## src/rtl/life_pkg.sv

```systemverilog
// rtl/life_pkg.sv - shared Game-of-Life board geometry and reader state encoding
package life_pkg;

  localparam int ROWS    = 16;
  localparam int COLS    = 16;
  localparam int BOARD_W = ROWS * COLS;
  localparam int IDX_W   = $clog2(ROWS);
  localparam int POP_W   = $clog2(BOARD_W + 1);

  typedef enum logic [1:0] {
    IDLE = 2'd0,
    SEND = 2'd1,
    DONE = 2'd2
  } reader_state_e;

endpackage

```

## src/rtl/row_popcount.sv

```systemverilog
// rtl/row_popcount.sv - combinational live-cell count of one board row
module row_popcount #(
  parameter  int W  = 16,
  localparam int CW = $clog2(W + 1)
) (
  input  logic [W-1:0]  row,
  output logic [CW-1:0] count
);

  always_comb begin
    count = '0;
    for (int i = 0; i < W; i++) begin
      count = count + CW'(row[i]);
    end
  end

endmodule

```

## src/rtl/life_board_reader.sv

```systemverilog
// rtl/life_board_reader.sv - snapshots the life board and streams it row by row,
// then publishes the live-cell population of that snapshot
module life_board_reader
  import life_pkg::*;
#(
  parameter int ROWS = 16,
  parameter int COLS = 16
) (
  input  logic                                  clk,
  input  logic                                  rst_n,
  input  logic [ROWS*COLS-1:0]                  board,
  input  logic                                  snap_req,
  output logic                                  busy,
  output logic [COLS-1:0]                       row_data,
  output logic [$clog2(ROWS)-1:0]               row_idx,
  output logic                                  row_last,
  output logic                                  row_valid,
  input  logic                                  row_ready,
  output logic [$clog2(ROWS*COLS+1)-1:0]        pop_total,
  output logic                                  pop_valid
);

  localparam int BW  = ROWS * COLS;
  localparam int IW  = $clog2(ROWS);
  localparam int PW  = $clog2(BW + 1);
  localparam int CW  = $clog2(COLS + 1);

  reader_state_e state_q, state_d;
  logic [BW-1:0] shadow_q, shadow_d;
  logic [IW-1:0] row_idx_q, row_idx_d;
  logic [PW-1:0] acc_q, acc_d;
  logic [PW-1:0] pop_total_q, pop_total_d;
  logic          pop_valid_q, pop_valid_d;
  logic          busy_q, busy_d;
  logic          row_valid_q, row_valid_d;
  logic          row_last_q, row_last_d;
  logic [CW-1:0] row_cnt;
  logic          beat_acc;

  // Rows come from the shadow copy so the engine may keep stepping underneath.
  assign row_data = shadow_q[row_idx_q*COLS +: COLS];
  assign beat_acc = row_valid_q & row_ready;

  row_popcount #(.W(COLS)) u_row_popcount (
    .row   (row_data),
    .count (row_cnt)
  );

  always_comb begin
    state_d     = state_q;
    shadow_d    = shadow_q;
    row_idx_d   = row_idx_q;
    acc_d       = acc_q;
    pop_total_d = pop_total_q;
    pop_valid_d = 1'b0;
    busy_d      = busy_q;
    row_valid_d = row_valid_q;
    row_last_d  = row_last_q;
    case (state_q)
      IDLE: begin
        if (snap_req) begin
          shadow_d    = board;
          row_idx_d   = '0;
          acc_d       = '0;
          busy_d      = 1'b1;
          row_valid_d = 1'b1;
          row_last_d  = (ROWS == 1);
          state_d     = SEND;
        end
      end
      SEND: begin
        if (beat_acc) begin
          acc_d = acc_q + PW'(row_cnt);
          if (row_idx_q == IW'(ROWS - 1)) begin
            // Index stays on the last row; it only returns to 0 on the next capture.
            pop_total_d = acc_d;
            pop_valid_d = 1'b1;
            row_valid_d = 1'b0;
            row_last_d  = 1'b0;
            state_d     = DONE;
          end else begin
            row_idx_d  = row_idx_q + IW'(1);
            row_last_d = (row_idx_q == IW'(ROWS - 2));
          end
        end
      end
      DONE: begin
        busy_d  = 1'b0;
        state_d = IDLE;
      end
      default: begin
        busy_d      = 1'b0;
        row_valid_d = 1'b0;
        row_last_d  = 1'b0;
        state_d     = IDLE;
      end
    endcase
  end

  always_ff @(posedge clk or negedge rst_n) begin
    if (!rst_n) begin
      state_q     <= IDLE;
      shadow_q    <= '0;
      row_idx_q   <= '0;
      acc_q       <= '0;
      pop_total_q <= '0;
      pop_valid_q <= 1'b0;
      busy_q      <= 1'b0;
      row_valid_q <= 1'b0;
      row_last_q  <= 1'b0;
    end else begin
      state_q     <= state_d;
      shadow_q    <= shadow_d;
      row_idx_q   <= row_idx_d;
      acc_q       <= acc_d;
      pop_total_q <= pop_total_d;
      pop_valid_q <= pop_valid_d;
      busy_q      <= busy_d;
      row_valid_q <= row_valid_d;
      row_last_q  <= row_last_d;
    end
  end

  assign busy      = busy_q;
  assign row_idx   = row_idx_q;
  assign row_last  = row_last_q;
  assign row_valid = row_valid_q;
  assign pop_total = pop_total_q;
  assign pop_valid = pop_valid_q;

endmodule
```

## config.mk

```make
export PLATFORM = sky130hd
export DESIGN_NAME = life_board_reader
export DESIGN_NICKNAME = d
export VERILOG_FILES = /design/src/rtl/life_pkg.sv /design/src/rtl/row_popcount.sv /design/src/rtl/life_board_reader.sv
export SDC_FILE = /design/constraint.sdc
export NUM_CORES = 1
export LEC_CHECK = 0
export ABC_AREA = 1
export CORE_MARGIN = 2
export CORE_UTILIZATION = 29
export DETAILED_ROUTE_END_ITERATION = 12
export HOLD_SLACK_MARGIN = 0.12
export PLACE_DENSITY_LB_ADDON = 0.15
export SLEW_MARGIN = 20
export SYNTH_ARGS = -nofsm -noshare
export SYNTH_HDL_FRONTEND = slang
export SYNTH_SLANG_ARGS = --single-unit
```

## constraint.sdc

```tcl
create_clock -name clk -period 12.7 [get_ports clk]
set_input_delay 2.54 -clock clk [delete_from_list [all_inputs] [get_ports clk]]
set_output_delay 2.54 -clock clk [all_outputs]
set_load 0.02 [all_outputs]
```

==> run metrics <==
layout cells sized above 1 under 10%; number of max-cap violations 0; most common cell after layout, fill and taps aside nand2_1; clock tree from TritonCTS built; Hold/Removal Path Class reg2reg; cts hold-fix bufs 0; largest net degree at the start of global routing approximately 180; Setup TNS 0 ns; num rows 80; first-pass GRT wire length approximately 76 mm; drc violations 0; overall routing resource usage 19.90%; Top Ports about 290; CTS root buf clkbuf_16; Post-synth EDFFs 0; crit path max fanout 64; Num CTS Buffers 36; final hold violations 0; leak pwr slightly below 10 nW; vias in the first global route 12.97k; CP Class reg2reg; Final Setup Violations 0; DPL Wire Length ~35 mm; vias per cell ~4.6; final worst slack 5.685 ns; sequential share of the synthesized area 50.86%; worst-margin pin slew 0.9746 ns; Main synth FF type dfrtp_1; run status finished, final reports clean; Worst-path clk slew 0.06 ns; Worst path slowest cell dfrtp_4; die height 223.5 um; Synth Instances around 1.9k; largest stage delay on the critical path 0.76 ns; Overall Power ~2.1 mW; fin. max-slew vios 0; post-synthesis instance area approximately 14000 um2; IO buf count roughly 290; Distinct cells, synth 31; Slew Limit Headroom about a third; Total Wirelength about 50 mm; share of the synthesized area in the top cell type about 51%; CTS sink cnt 284; critical path required time 13.13 ns; Die W around 220 um; CP Capture Type flop; Pre-antenna DRT Iters 5; Most common cell on crit path nand2_1; Layout area overhead 32.53%; Post-synth ARST share between 90% and 100%; critical path launch point type flop; Max clock buf depth 3; number of inserted diodes 0; RSZ-0062 raised after global routing no; Initial Util a little under 30%; synth warn 0; post-cts resize count 0; #FFs+latches synth approximately 280; largest area contributor in the netlist dfrtp_1; Starting DRT DRC Count 1029; Syn Nets ~2.2k; fmax roughly 140 MHz; dpl ws ~5.6 ns; Post-CTS Setup Repair Bufs 0; skew final approximately 0.017 ns; initial antenna violation count 2; Routed Antenna Nets 0; Clock Latency Late Sink 0.55 ns; Core Region around 48000 um2; Peak VDD IR around 68 uV; Final #Nets between 2k and 2.5k; final hold slack 0.4698 ns; WL/cell 17.84 um; dpl cell area 17270 um2; CTS H-tree lvls 2; GPL Wtd Cong ~0.87; fin crit share approximately 55%; Worst EP arrival 7.44 ns; die area about 50000 um2; Synth area leaders dfrtp_1, nand2_1, nor2_1, o21ai_0, nand3_1; Vias approximately 13k; gr ovfl total 0; minimum clock period about 7 ns; Final Cell Area 18520 um2; syn avg cell area about 7.3 um2; most frequent cells in the layout nand2_1, clkdlybuf4s50_1, dfrtp_1; P per Cell Area between 100 and 150 nW/um2
cell type report:
type                            count  area [um2]
Clock buffer                       51        1049
Clock inverter                     12       167.7
Fill cell                        5002       29130
Inverter                           82       319.1
Multi-Input combinational cell   1432        6061
Sequential cell                   284        7114
Tap cell                          615       769.5
Timing Repair Buffer              304        3038
cell usage after synthesis, types with 4 or more instances:
cell,n
a21oi_1,5
ha_1,12
inv_1,75
o21ai_1,8
fa_1,11
o21ai_0,130
buf_4,5
dfrtp_1,284
buf_1,5
nor2_1,213
clkbuf_1,29
nand2_1,937
nand3_1,93
inv_2,4
buf_2,66
final timing paths:
| kind | start | slack [ns] | to | depth (start not counted) |
|---|---|---|---|---|
| setup / recovery | row_idx[0]$_DFFE_PN0P_ | 5.69 | acc_q[8]$_DFFE_PN0P_ | 27 |
| hold / removal | shadow_q[182]$_DFFE_PN0P_ | 0.47 | shadow_q[182]$_DFFE_PN0P_ | 2 |
| setup reg to reg | row_idx[0]$_DFFE_PN0P_ | 5.69 | acc_q[8]$_DFFE_PN0P_ | 27 |
| hold reg to reg | shadow_q[182]$_DFFE_PN0P_ | 0.47 | shadow_q[182]$_DFFE_PN0P_ | 2 |
| max in group asynchronous | rst_n | 8.69 | shadow_q[6]$_DFFE_PN0P_ | 4 |
| min in group asynchronous | rst_n | 2.01 | shadow_q[139]$_DFFE_PN0P_ | 1 |
sequential cells by signal (all words and copies together) (netlist names):
name / cells
acc_q: 9
busy: 1
pop_total: 9
pop_valid: 1
row_idx: 4
row_last: 1
row_valid: 1
shadow_q: 256
state_q: 2
kinds of logic after synthesis:
group / count (synthesis) / synth area share, %
simple gates: 1255 / 34.86
flops: 284 / 50.86
buf+inv: 188 / 5.857
compound gates: 150 / 5.516
fa+ha+maj: 23 / 2.651
xor+xnor: 4 / 0.2508
critical path, delay by kind of cell (launching register included):
kind                       cells  cell delay [ns]
and+or+nand+nor               11             0.84
DFF                            1             0.76
buffers and inverters          7             1.51
AOI/OAI and AO/OA              1             0.20
adders and majority gates      8             3.55
where the power goes:
group          total, mW  internal (mW)  switching (mW)
clock network       1.06          0.656           0.404
registers          0.905          0.905               0
logic              0.107         0.0708          0.0358
routing by layer:
layer / up-vias / share of wire (%) / global-route usage [%] / routed length, um
met4: 4 / 2.9 / 7.011 / 1421
met2: 310 / 46 / 32.14 / 22990
met1: 6081 / 46 / 27.11 / 22910
met3: 67 / 4.5 / 3.134 / 2251
met5: - / 0.054 / 0 / 27
li1: 6334 / - / - / -
per-stage QoR:
step                instances  util [%]
finish                   2780     38.87
global route             2780     38.87
CTS                      2779     38.81
detailed placement       2716     36.26
global placement         2716     36.26
floorplan                1904         -
No activity file was read; power rests on OpenSTA's default activity.
